--- config.mk ---
export PLATFORM = sky130hd
export DESIGN_NAME = target_detect_core
export DESIGN_NICKNAME = d
export VERILOG_FILES = /design/src/rtl/target_detect_core.sv
export SDC_FILE = /design/constraint.sdc
export NUM_CORES = 1
export LEC_CHECK = 0
export BUFFER_PORTS_ARGS = -buffer_cell sky130_fd_sc_hd__buf_2
export CAP_MARGIN = 5
export CELL_PAD_IN_SITES_DETAIL_PLACEMENT = 0
export CELL_PAD_IN_SITES_GLOBAL_PLACEMENT = 1
export CORE_AREA = 2 2 82 76
export DETAILED_ROUTE_END_ITERATION = 16
export DIE_AREA = 0 0 84 78
export PLACE_DENSITY = 0.94
export SLEW_MARGIN = 20
export SYNTH_ARGS = -nofsm -noshare
export SYNTH_HDL_FRONTEND = slang
export SYNTH_SLANG_ARGS = --single-unit
--- constraint.sdc ---
create_clock -name clk -period 8.7 [get_ports clk]
set_input_delay 0.435 -clock clk [delete_from_list [all_inputs] [get_ports clk]]
set_output_delay 0.435 -clock clk [all_outputs]
set_load 0.01 [all_outputs]
--- src/rtl/target_detect_core.sv ---
`default_nettype none
// ============================================================================
//  Module      : target_detect_core
//  Description : Sliding-window M-of-N target detector over a range sweep.
//                Masked echo hits enter a WIN-bin window. A running hit count
//                opens a target when it reaches thresh_start and closes it
//                when it falls to thresh_end. A target still open at the
//                last bin is force-closed. Every event is a registered pulse
//                one cycle after the bin that caused it.
//  Revision    : 1.0 - initial release
// ============================================================================
module target_detect_core #(
    parameter int WIN = 16,
    parameter int AW  = 10,
    parameter int TW  = 8
) (
    input  logic          clk,
    input  logic          reset,
    input  logic          start,
    input  logic          bin_valid,
    input  logic          bin_bit,
    input  logic          bin_mask,
    input  logic [AW-1:0] bin_addr,
    input  logic          bin_last,
    input  logic [TW-1:0] thresh_start,
    input  logic [TW-1:0] thresh_end,
    output logic          target_start,
    output logic          target_end,
    output logic [AW-1:0] tgt_addr,
    output logic [7:0]    tgt_count,
    output logic          busy,
    output logic          done
);

    // Count width, and a common compare width wide enough for both the
    // count and the thresholds so that neither side is truncated.
    localparam int c_CW = $clog2(WIN + 1);
    localparam int c_XW = (TW > c_CW) ? TW : c_CW;

    typedef enum logic [1:0] {
        ST_IDLE = 2'd0,
        ST_SCAN = 2'd1,
        ST_TGT  = 2'd2,
        ST_FIN  = 2'd3
    } state_t;

    state_t            r_state;
    state_t            w_state_next;

    logic [WIN-1:0]    r_win;
    logic [c_CW-1:0]   r_count;
    logic [c_CW-1:0]   w_count_next;
    logic              w_hit;
    logic              w_oldest;

    logic [c_XW-1:0]   w_cnt_ext;
    logic [c_XW-1:0]   w_ts_ext;
    logic [c_XW-1:0]   w_te_ext;
    logic              w_ts_hit;
    logic              w_te_hit;

    logic              w_clear;
    logic              w_adv;
    logic              w_ev_start;
    logic              w_ev_end;
    logic              w_ev_done;

    logic              r_target_start;
    logic              r_target_end;
    logic              r_done;
    logic [AW-1:0]     r_tgt_addr;
    logic [7:0]        r_tgt_count;

    // A shielded bin contributes nothing to the window.
    assign w_hit    = bin_bit & bin_mask;
    assign w_oldest = r_win[WIN-1];

    // The count tracks the popcount of the window, so it is bounded by WIN.
    assign w_count_next = r_count + {{(c_CW-1){1'b0}}, w_hit}
                                  - {{(c_CW-1){1'b0}}, w_oldest};

    // Unsigned zero-extension before comparing against the thresholds.
    assign w_cnt_ext = c_XW'(w_count_next);
    assign w_ts_ext  = c_XW'(thresh_start);
    assign w_te_ext  = c_XW'(thresh_end);

    // thresh_start of zero disables detection; values above WIN are never
    // reachable because the count cannot exceed WIN.
    assign w_ts_hit  = (thresh_start != '0) && (w_cnt_ext >= w_ts_ext);
    assign w_te_hit  = (w_cnt_ext <= w_te_ext);

    // Next-state and event decode.
    always_comb begin
        w_state_next = r_state;
        w_clear      = 1'b0;
        w_adv        = 1'b0;
        w_ev_start   = 1'b0;
        w_ev_end     = 1'b0;
        w_ev_done    = 1'b0;
        case (r_state)
            ST_IDLE: begin
                if (start) begin
                    w_clear      = 1'b1;
                    w_state_next = ST_SCAN;
                end
            end
            ST_SCAN: begin
                if (bin_valid) begin
                    w_adv = 1'b1;
                    if (w_ts_hit) begin
                        w_ev_start   = 1'b1;
                        w_state_next = ST_TGT;
                    end
                    // A target opened on the last bin is closed right away.
                    if (bin_last) begin
                        if (w_ts_hit) begin
                            w_ev_end = 1'b1;
                        end
                        w_ev_done    = 1'b1;
                        w_state_next = ST_FIN;
                    end
                end
            end
            ST_TGT: begin
                if (bin_valid) begin
                    w_adv = 1'b1;
                    if (w_te_hit) begin
                        w_ev_end     = 1'b1;
                        w_state_next = ST_SCAN;
                    end
                    // Last bin: close the target whether or not the count
                    // dropped; a natural close and a forced close coincide.
                    if (bin_last) begin
                        w_ev_end     = 1'b1;
                        w_ev_done    = 1'b1;
                        w_state_next = ST_FIN;
                    end
                end
            end
            ST_FIN: begin
                w_state_next = ST_IDLE;
            end
            default: begin
                w_state_next = ST_IDLE;
            end
        endcase
    end

    // State register.
    always_ff @(posedge clk or negedge reset) begin
        if (!reset) begin
            r_state <= ST_IDLE;
        end else begin
            r_state <= w_state_next;
        end
    end

    // Sliding window and running hit count; frozen when no bin is presented.
    always_ff @(posedge clk or negedge reset) begin
        if (!reset) begin
            r_win   <= '0;
            r_count <= '0;
        end else if (w_clear) begin
            r_win   <= '0;
            r_count <= '0;
        end else if (w_adv) begin
            r_win   <= {r_win[WIN-2:0], w_hit};
            r_count <= w_count_next;
        end
    end

    // One-cycle event pulses, registered one cycle after the causing bin.
    always_ff @(posedge clk or negedge reset) begin
        if (!reset) begin
            r_target_start <= 1'b0;
            r_target_end   <= 1'b0;
            r_done         <= 1'b0;
        end else begin
            r_target_start <= w_ev_start;
            r_target_end   <= w_ev_end;
            r_done         <= w_ev_done;
        end
    end

    // Event address and saturating per-sweep target counter.
    always_ff @(posedge clk or negedge reset) begin
        if (!reset) begin
            r_tgt_addr  <= '0;
            r_tgt_count <= '0;
        end else begin
            if (w_ev_start || w_ev_end) begin
                r_tgt_addr <= bin_addr;
            end
            if (w_clear) begin
                r_tgt_count <= '0;
            end else if (w_ev_end && (r_tgt_count != 8'hFF)) begin
                r_tgt_count <= r_tgt_count + 8'd1;
            end
        end
    end

    assign target_start = r_target_start;
    assign target_end   = r_target_end;
    assign done         = r_done;
    assign tgt_addr     = r_tgt_addr;
    assign tgt_count    = r_tgt_count;
    assign busy         = (r_state == ST_SCAN) || (r_state == ST_TGT);

endmodule
`default_nettype wire
==> results.py, run 1 <==
metrics = {
    "timing": {
        "final_max_slew_viol_count": 0,
        "setup-tns-final_ns": 0,
        "worst_slack_ns": 4.95,
        "slew_headroom_pct": 32.4,
        "fmax_mhz": 267,
        "period_minus_slack_ns": 3.75,
        "rsz0062_at_grt": "no",
        "skew_ns": 0.00359,
        "finalSetupViolations": 0,
        "tightestPinTransition_ns": 1.01,
        "fin_crit_sh_pct": 43.1,
        "hold_ws_ns": 0.0393,
        "hold_viol_final": 0,
    },
    "clock_tree": {
        "clock_latency_ns": 0.29,
        "clock-sinks": 44,
        "clk_pin_slew_ns": 0.08,
        "numCtsBuffers": 5,
        "cts_tree": "built",
        "cts_hold_buf": 0,
        "ctsResizeCount": 0,
        "cts_setup_buffers": 0,
        "htree_levels": 2,
        "clk_path_buf_depth": 2,
        "cts_root_buf": "clkbuf_8",
    },
    "grt": {
        "grt_first_pass_wirelength_um": 8510,
        "grtUsageTotal_pct": 16.1,
        "grt_overflow_total": 0,
        "grt_pass1_vias": 1876,
        "grt_max_degree": 45,
        "antenna_found_initial": 0,
    },
    "outcome": {
        "outcome": "finished, final reports clean",
    },
    "power_and_ir_drop": {
        "ir_worst_vdd_v": 0.000191,
        "finalPower_uw": 863,
        "power.density_nw_per_um2": 304,
        "power_leakage_nw": 1.41,
    },
    "die": {
        "die_w_um": 84,
        "start_util_pct": 42.9,
        "rows": 26,
        "io_pins": 55,
        "core-area_um2": 5630,
        "die_h_um": 78,
        "die-area_um2": 6550,
    },
    "logic_synthesis": {
        "syn_area_um2": 2410,
        "yosysTopAreaCell": "dfrtp_1",
        "synth_edf_count": 0,
        "yosys-top-cells-area": "dfrtp_1, ha_1, nand2_1",
        "synth_seq_cells": 44,
        "syn-num-nets": 310,
        "async_flop_share_pct": 100,
        "ys_dominant_reg_cell": "dfrtp_1",
        "yosysWarnings": 0,
        "synthTopCellsByCount": "nand2_1, dfrtp_1, a21oi_1, inv_1, ha_1",
        "synth.avg_cell_area_um2": 9.42,
        "ys_seq_area_share_pct": 45.6,
        "netlist_instances": 256,
        "synth_top_area_share_pct": 45.6,
        "synth.distinct_cells": 44,
        "yosysMostFrequentCell": "nand2_1",
    },
    "placement": {
        "io_buffer_count": 54,
        "placedInstanceArea_um2": 2730,
        "place_hpwl_um": 3570,
        "place.gp.congestion": 0.797,
        "dp.cells": 370,
        "pre_cts_ws_ns": 4.76,
    },
    "route": {
        "vias": 1953,
        "dr.pass1.iters": 4,
        "routed_wl_um": 4990,
        "route.detailed.wl_per_inst_um": 13.2,
        "ant_nets": 0,
        "drc": 0,
        "drt-initial-drc-count": 133,
        "vias_per_cell": 5.15,
    },
    "critical_path": {
        "setup.worst_path.end": "tgt_count[3]",
        "critPathLaunch": "r_win[15]",
        "cp_max_fo": 15,
        "cp.required_ns": 8.91,
        "regToRegSetupSlack_ns": 4.95,
        "r2r_start": "r_win[15]",
        "worstReg2RegEnd": "tgt_count[3]",
        "rr_worst_depth": 16,
        "critical_path_class": "reg2reg",
        "worstSetupEndpointType": "register",
        "critPathLaunchType": "register",
        "worstPathArrival_ns": 3.96,
    },
    "finish": {
        "diodes": 0,
        "multi_input_area_um2": 1170,
        "fin_area_um2": 2840,
        "fillers": 533,
        "post-route-util_pct": 50.5,
        "final_cell_count_no_fill": 379,
        "final_layout_size_suffix_gt1_share_pct": 24.3,
        "nets": 362,
        "regArea_um2": 1100,
        "syn_to_final_growth_pct": 17.8,
    },
    "hold_path": {
        "hold_path.class": "in2async",
    },
    "run": {
        "drv_cap": 0,
    },
}
==> routing by layer <==
metal / vias to the layer above / wire length, um / global-route usage, %
met5: - / 0 / 0
met4: 0 / 23 / 3.87
met3: 4 / 210 / 4.04
met2: 35 / 2450 / 26.9
met1: 929 / 2300 / 21.1
li1: 985 / - / -
==> how the worst min path moves through the flow <==
| stage | start | endpoint | slack (ns) |
|---|---|---|---|
| finish | reset | tgt_addr[8] | 0.04 |
| global route | reset | tgt_addr[2] | 0.05 |
| CTS | reset | tgt_addr[9] | 0.32 |
| global placement | tgt_addr[9] | tgt_addr[9] | 0.48 |
| detailed placement | tgt_addr[7] | tgt_addr[7] | 0.49 |
| floorplan | reset | done | 0.14 |
==> layout make-up <==
type	count	area share, %
Multi-Input combinational cell	177	41.3
Sequential cell	44	38.7
Timing Repair Buffer	55	10.2
Inverter	25	3.30
Tap cell	70	3.08
Clock buffer	7	3.04
Clock inverter	1	0.264
==> layout by cell type (no fill, tap or decap), types with 2 or more instances in the layout <==
cell type  count
xnor2_1        4
ha_1          20
buf_2         54
and2_1         3
nor2_1         5
a21o_1         3
o31ai_1        3
a21oi_1       31
dfrtp_1       44
nand2_1       51
mux2i_1        2
clkbuf_8       6
o21ai_0        3
nor2b_1        2
mux2_2        10
nor4_1         3
nand3_1        7
o41ai_1        2
or4_1          5
inv_1         25
==> kinds of logic after synthesis <==
group,after synthesis,synth area share [%]
multiplexers,12,5.50
AO/OA/AOI/OAI,55,14.1
XOR/XNOR,4,1.45
adder cells (fa/ha/maj),21,11.2
buffers and inverters,35,5.65
flip-flops,44,45.6
AND/OR/NAND/NOR,85,16.4
==> where the power goes <==
part | internal, mW | leakage, nW | total, mW | switching, mW
Sequential | 0.260 | 0.583 | 0.294 | 0.0339
Clock | 0.0646 | 0.0445 | 0.135 | 0.0702
Combinational | 0.185 | 0.779 | 0.434 | 0.249
==> worst max-delay path, cell delays in order (launching register included) <==
cell and delay [ns]:
dfrtp_1 0.38, ha_1 0.29, inv_1 0.06, ha_1 0.15
inv_1 0.06, fa_1 0.40, inv_1 0.07, a21o_1 0.11
a21oi_1 0.07, xnor2_1 0.26, ha_1 0.32, nand3_1 0.10
o21bai_1 0.11, a31oi_1 0.16, o32a_1 0.38, or4_1 0.57
a21oi_1 0.16
==> state kept, by name (all words and copies together) (netlist names) <==
| name | cells |
|---|---|
| r_count | 5 |
| done | 1 |
| tgt_addr | 10 |
| target_end | 1 |
| tgt_count | 8 |
| r_state | 2 |
| target_start | 1 |
| r_win | 16 |
Power figures use the tool's default switching activity.
==> run 2, diff against run 1 <==
--- a/config.mk
+++ b/config.mk
@@ -5,14 +5,15 @@
 export SDC_FILE = /design/constraint.sdc
 export NUM_CORES = 1
 export LEC_CHECK = 0
+export ABC_AREA = 1
 export BUFFER_PORTS_ARGS = -buffer_cell sky130_fd_sc_hd__buf_2
 export CAP_MARGIN = 5
 export CELL_PAD_IN_SITES_DETAIL_PLACEMENT = 0
 export CELL_PAD_IN_SITES_GLOBAL_PLACEMENT = 1
-export CORE_AREA = 2 2 82 76
+export CORE_AREA = 2 2 86 80
 export DETAILED_ROUTE_END_ITERATION = 16
-export DIE_AREA = 0 0 84 78
-export PLACE_DENSITY = 0.94
+export DIE_AREA = 0 0 88 82
+export PLACE_DENSITY = 0.89
 export SLEW_MARGIN = 20
 export SYNTH_ARGS = -nofsm -noshare
 export SYNTH_HDL_FRONTEND = slang
==> constraint.sdc (replaced) <==
create_clock -name clk -period 3.9 [get_ports clk]
set_input_delay 0.195 -clock clk [delete_from_list [all_inputs] [get_ports clk]]
set_output_delay 0.195 -clock clk [all_outputs]
set_load 0.01 [all_outputs]
==> run 2 against run 1 <==
Synthesized cell count rose by 14%; sequential cell count did not move; area after synthesis grew 2.6%; count of clock-buffer cells in the layout fell by 2; non-clock buffer count up 4; die area increased by 10%; critical path type unchanged; global-route usage decreased by 1.2 points; register-to-register slack worse by 4.5 ns; core utilization fell by 3.8 points.
==> results.py, run 2 <==
metrics = {
    "clock_tree": {
        "clk_pin_slew_ns": 0.08,
        "clock-sinks": 44,
        "htree_levels": 2,
        "clk_path_buf_depth": 2,
        "cts_tree": "built",
        "cts_root_buf": "clkbuf_8",
        "numCtsBuffers": 5,
        "clock_latency_ns": 0.30,
    },
    "finish": {
        "multi_input_area_um2": 1130,
        "nets": 404,
        "diodes": 0,
        "final_layout_size_suffix_gt1_share_pct": 21.4,
        "fillers": 632,
        "largest_register_ffs": 16,
        "regArea_um2": 1100,
        "final_common_cell": "nand2_1",
        "syn_to_final_growth_pct": 19.7,
        "regMostFlops": "r_win",
        "post-route-util_pct": 46.7,
        "layout_common_cells": "nand2_1, buf_2, inv_1",
    },
    "grt": {
        "antenna_found_initial": 0,
        "grt_busiest_layer": "met2",
        "grt_pass1_vias": 1947,
        "met1_usage_pct": 18.5,
        "grt_max_degree": 45,
        "met2_usage_pct": 26.1,
        "grt_overflow_total": 0,
        "grtUsageTotal_pct": 14.9,
        "use_met3_pct": 3.32,
        "grt_first_pass_wirelength_um": 8400,
    },
    "run": {
        "drv_cap": 0,
    },
    "outcome": {
        "outcome": "finished, final reports clean",
    },
    "timing": {
        "final_max_slew_viol_count": 0,
        "skew_ns": 0.00328,
        "fin_crit_sh_pct": 88.0,
        "period_minus_slack_ns": 3.43,
        "hold_viol_final": 0,
        "fmax_mhz": 291,
        "setup-tns-final_ns": 0,
        "tightestPinTransition_ns": 0.952,
        "finalSetupViolations": 0,
        "slew_headroom_pct": 36.6,
        "hold_ws_ns": 0.0412,
        "rsz0062_at_grt": "no",
    },
    "critical_path": {
        "worstPathArrival_ns": 3.62,
        "critical_path_class": "reg2reg",
        "cp.required_ns": 4.09,
        "setup.worst_path.end": "tgt_addr[7]",
        "cp_max_fo": 11,
        "rr_worst_depth": 21,
        "r2r_start": "r_win[15]",
        "worstReg2RegEnd": "tgt_addr[7]",
        "critPathLaunch": "r_win[15]",
        "regToRegSetupSlack_ns": 0.47,
        "critPathLaunchType": "register",
        "worstSetupEndpointType": "register",
    },
    "logic_synthesis": {
        "async_flop_share_pct": 100,
        "synth.avg_cell_area_um2": 8.48,
        "yosys-top-cells-area": "dfrtp_1, ha_1, nand2_1",
        "ys_dominant_reg_cell": "dfrtp_1",
        "syn-num-nets": 346,
        "synth.distinct_cells": 24,
        "synth_top_area_share_pct": 44.5,
        "synth_edf_count": 0,
        "yosysMostFrequentCell": "nand2_1",
        "netlist_instances": 292,
        "yosysTopAreaCell": "dfrtp_1",
        "syn_area_um2": 2470,
        "synth_seq_cells": 44,
        "ys_seq_area_share_pct": 44.5,
        "synthTopCellsByCount": "nand2_1, inv_1, dfrtp_1, nand3_1, ha_1",
        "yosysWarnings": 0,
    },
    "placement": {
        "io_buffer_count": 54,
        "place.gp.congestion": 0.839,
        "place_hpwl_um": 3860,
    },
    "die": {
        "die-area_um2": 7220,
        "rows": 28,
        "die_w_um": 88,
        "die_h_um": 82,
        "core-area_um2": 6340,
        "io_pins": 55,
        "start_util_pct": 39.0,
    },
    "power_and_ir_drop": {
        "power_leakage_nw": 1.64,
        "power.density_nw_per_um2": 617,
        "ir_worst_vdd_v": 0.000256,
    },
    "route": {
        "routed_wl_um": 5120,
        "dr.pass1.iters": 4,
        "route.detailed.wl_per_inst_um": 11.6,
        "drc": 0,
        "vias_per_cell": 4.68,
        "vias": 2064,
        "ant_nets": 0,
        "drt-initial-drc-count": 74,
    },
    "hold_path": {
        "hold_path.class": "in2async",
    },
}
-- run 2: changes by cell type after synthesis, sizes merged, moves of 10 or more --
cell   delta
mux2     -10
nand4    +11
o22ai    +15
nand3    +28
a21oi    -25
inv      +27
-- run 2: final cells by class --
type / count / area share, %
Tap cell: 90 / 3.80
Clock buffer: 5 / 2.32
Timing Repair Buffer: 59 / 10.4
Sequential cell: 44 / 37.2
Inverter: 52 / 6.72
Clock inverter: 3 / 1.44
Multi-Input combinational cell: 188 / 38.1
-- run 2: report_power, final --
part	leakage [nW]	internal (mW)	switching [mW]
Combinational	0.987	0.327	0.539
Clock	0.0541	0.190	0.157
Sequential	0.595	0.555	0.0604
-- run 2: how the worst min path moves through the flow --
stage / from / to / slack (ns) / depth (start not counted)
finish: reset / tgt_count[5] / 0.04 / 1
global route: bin_addr[6] / tgt_addr[6] / 0.08 / 3
CTS: bin_addr[6] / tgt_addr[6] / 0.08 / 3
detailed placement: bin_addr[6] / tgt_addr[6] / 0.39 / 3
global placement: bin_addr[3] / tgt_addr[3] / 0.39 / 3
floorplan: reset / done / -0.10 / 0
-- run 2: routing by layer --
metal / routed length (um) / up-vias
li1: - / 1066
met4: 62 / 0
met2: 2540 / 28
met5: 0 / -
met3: 176 / 5
met1: 2340 / 965
-- run 2: critical path, stage by stage, from the launching register on --
cell and delay, ns:
dfrtp_1 0.40, ha_1 0.29, inv_1 0.05, ha_1 0.15
inv_1 0.05, fa_1 0.39, o21ai_0 0.25, xnor2_1 0.18
inv_1 0.09, ha_1 0.30, inv_1 0.04, nor2_1 0.08
nand3_1 0.07, nor2_1 0.09, nor2_1 0.05, nand2_1 0.06
nand2_1 0.05, nand2_2 0.23, clkinvlp_4 0.21, buf_4 0.18
nand3_1 0.07, nand2_1 0.06
-- run 2: cells by family after synthesis --
group / after synthesis / share of synthesized area [%]
simple gates: 126 / 24.1
buf+inv: 60 / 9.86
flops: 44 / 44.5
compound gates: 31 / 7.13
fa+ha+maj: 21 / 10.9
xor+xnor: 10 / 3.54
-- run 2: timing repair --
action	4_1_cts	5_1_grt
hold buffers	0	0
endpoints found under the hold margin	0	0
gates resized for setup	0	1
setup buffers	0	4
setup endpoints to repair	0	9
-- run 2: per-stage QoR --
| stage | power (mW) | instance area [um2] | worst slack [ns] | std cells |
|---|---|---|---|---|
| final | 1.83 | 2960 | 0.469 | 441 |
| after detailed placement | 1.48 | 2820 | 0.396 | 429 |
| after global placement | 1.46 | 2820 | 0.536 | 429 |
| after floorplan | 1.25 | 2470 | 1.06 | 292 |
| after global routing | 2.00 | 2960 | 0.0889 | 441 |
| after CTS | 1.83 | 2930 | 0.376 | 437 |
==> run 3, diff against run 2 <==
==> constraint.sdc (replaced) <==
create_clock -name clk -period 3.2 [get_ports clk]
set_input_delay 0.16 -clock clk [delete_from_list [all_inputs] [get_ports clk]]
set_output_delay 0.16 -clock clk [all_outputs]
set_load 0.01 [all_outputs]
==> run 3 against run 2 <==
Clock power increased by 20%; critical path type unchanged; sequential cell count unchanged; combinational power increased by 35%; routed wire length increased by 4.1%; non-clock buffer count increased by 3; worst hold slack improved by 0.020 ns; largest power group unchanged; largest cell class unchanged.
==> results.py, run 3 (synthesis gave the netlist of run 2 again) <==
metrics = {
    "outcome": {
        "outcome": "finished, final reports clean",
    },
    "placement": {
        "place_hpwl_um": 3820,
        "pre_cts_ws_ns": 0.0611,
        "io_buffer_count": 54,
        "dp.cells": 433,
        "place.gp.congestion": 0.865,
    },
    "critical_path": {
        "setup.worst_path.end": "tgt_count[1]",
        "worstSetupEndpointType": "register",
        "cpPeakStageDelay_ns": 0.41,
        "cp_cell_sequence": "ha_1 -> inv_1 -> ha_2 -> inv_2 -> fa_2 -> o21ai_2 -> xnor2_2 -> inv_2 -> ha_4 -> inv_1 -> nor2_1 -> nand3_1 -> nor2_1 -> nor2_1 -> nand2_1 -> nand2_1 -> nand2_2 -> buf_12 -> buf_8 -> nand4_1 -> nand2_1",
        "r2r_start": "r_win[15]",
        "worstPathArrival_ns": 3.27,
        "worstReg2RegEnd": "tgt_count[1]",
        "critical_path_class": "reg2reg",
        "critPathLaunch": "r_win[15]",
        "regToRegSetupSlack_ns": 0.16,
        "cp_max_fo": 6,
        "rr_worst_depth": 21,
        "critPathLaunchType": "register",
        "slowest_stage": "dfrtp_1",
        "cp.required_ns": 3.43,
    },
    "route": {
        "dr.pass1.iters": 5,
        "ant_nets": 0,
        "vias_per_cell": 4.74,
        "routed_wl_um": 5330,
        "route.detailed.wl_per_inst_um": 12.0,
        "drc": 0,
        "vias": 2105,
        "drt-initial-drc-count": 96,
    },
    "grt": {
        "grtUsageTotal_pct": 14.8,
        "grt_overflow_total": 0,
        "antenna_found_initial": 0,
        "grt_pass1_vias": 1949,
        "grt_max_degree": 45,
        "grt_first_pass_wirelength_um": 8490,
    },
    "die": {
        "die-area_um2": 7220,
        "io_pins": 55,
        "start_util_pct": 39.0,
        "die_h_um": 82,
        "die_w_um": 88,
        "rows": 28,
        "core-area_um2": 6340,
    },
    "timing": {
        "slew_headroom_pct": 56.0,
        "fmax_mhz": 329,
        "hold_ws_ns": 0.0613,
        "hold_viol_final": 0,
        "tightestPinTransition_ns": 0.659,
        "fin_crit_sh_pct": 95.0,
        "finalSetupViolations": 0,
        "setup-tns-final_ns": 0,
        "worst_slack_ns": 0.159,
        "skew_ns": 0.00285,
        "period_minus_slack_ns": 3.04,
        "final_max_slew_viol_count": 0,
    },
    "power_and_ir_drop": {
        "power.density_nw_per_um2": 760,
        "p_comb_share_pct": 50.0,
        "swShare_pct": 40.9,
        "internal_power_mw": 1.38,
        "power_leakage_nw": 1.68,
        "p_sw_uw": 953,
        "finalPower_mw": 2.33,
        "p_clk_share_pct": 17.8,
        "seq_power_share_pct": 32.1,
        "ir_worst_vdd_v": 0.000250,
    },
    "finish": {
        "regArea_um2": 1100,
        "final_layout_size_suffix_gt1_share_pct": 24.3,
        "diodes": 0,
        "nets": 407,
        "multi_input_area_um2": 1190,
        "layout_common_cells": "nand2_1, buf_2, inv_1",
        "final_common_cell": "nand2_1",
        "syn_to_final_growth_pct": 23.9,
        "fillers": 618,
        "largest_register_ffs": 16,
        "regMostFlops": "r_win",
        "final_cell_count_no_fill": 444,
    },
    "run": {
        "drv_cap": 0,
    },
    "clock_tree": {
        "clock-sinks": 44,
        "clk_path_buf_depth": 2,
        "numCtsBuffers": 5,
        "clk_pin_slew_ns": 0.08,
        "cts_root_buf": "clkbuf_8",
        "cts_tree": "built",
        "clock_latency_ns": 0.29,
        "htree_levels": 2,
    },
    "hold_path": {
        "hold_path.class": "in2reg",
        "hold_depth": 3,
    },
}
[run 3: cell types whose count changed in the layout (fill, tap and decap cells not counted), moves of 2 or more]
cell,change
clkinvlp_4,-2
ha_1,-2
inv_1,-2
inv_2,+3
nand3_1,-2
nand3_2,+2
xnor2_1,-2
xnor2_2,+2
[run 3: critical path: cells and delay by family, from the launching register on]
kind | cells | cell delay, ns
flip-flops | 1 | 0.41
adder cells (fa/ha/maj) | 4 | 1.11
AO/OA/AOI/OAI | 1 | 0.17
AND/OR/NAND/NOR | 9 | 0.70
XOR/XNOR | 1 | 0.15
buffers and inverters | 6 | 0.45
[run 3: timing repair]
action | in CTS | in global routing
resized for setup | 0 | 19
endpoints found under the hold margin | 0 | 44
setup buffers | 0 | 2
endpoints found under the setup margin | 0 | 18
hold buffers | 0 | 1
[run 3: worst min-delay path by stage]
| stage | slack (ns) | startpoint | end |
|---|---|---|---|
| floorplan | -0.14 | reset | done |
| detailed placement | 0.36 | bin_addr[9] | tgt_addr[9] |
| global placement | 0.36 | bin_addr[9] | tgt_addr[9] |
| global route | 0.06 | bin_addr[3] | tgt_addr[3] |
| CTS | 0.06 | reset | target_start |
| finish | 0.06 | bin_addr[3] | tgt_addr[3] |
[run 3: power groups by stage]
stage	Combinational (mW)	Clock (mW)	Sequential, mW
after floorplan	0.741	0	0.780
after global routing	1.32	0.448	0.766
after global placement	1.04	0	0.759
final	1.17	0.416	0.749
after CTS	1.07	0.423	0.750
after detailed placement	1.07	0	0.760
[run 3: per-layer routing]
metal  track usage, %  wire (um)
met3             2.81        196
met4             2.62         12
met2             25.2       2790
met1             19.8       2330
met5                0          0
[run 3: cell type report]
type | instances | area share [%]
Inverter | 52 | 6.37
Sequential cell | 44 | 35.9
Clock inverter | 2 | 1.14
Tap cell | 90 | 3.67
Timing Repair Buffer | 62 | 11.7
Multi-Input combinational cell | 188 | 38.8
Clock buffer | 6 | 2.37
[run 3: metrics by stage]
step                      util, %  area (um2)
after global routing         48.3        3070
after global placement       45.1        2860
after floorplan                 -        2470
after CTS                    46.8        2970
final                        48.3        3070
after detailed placement     45.1        2860
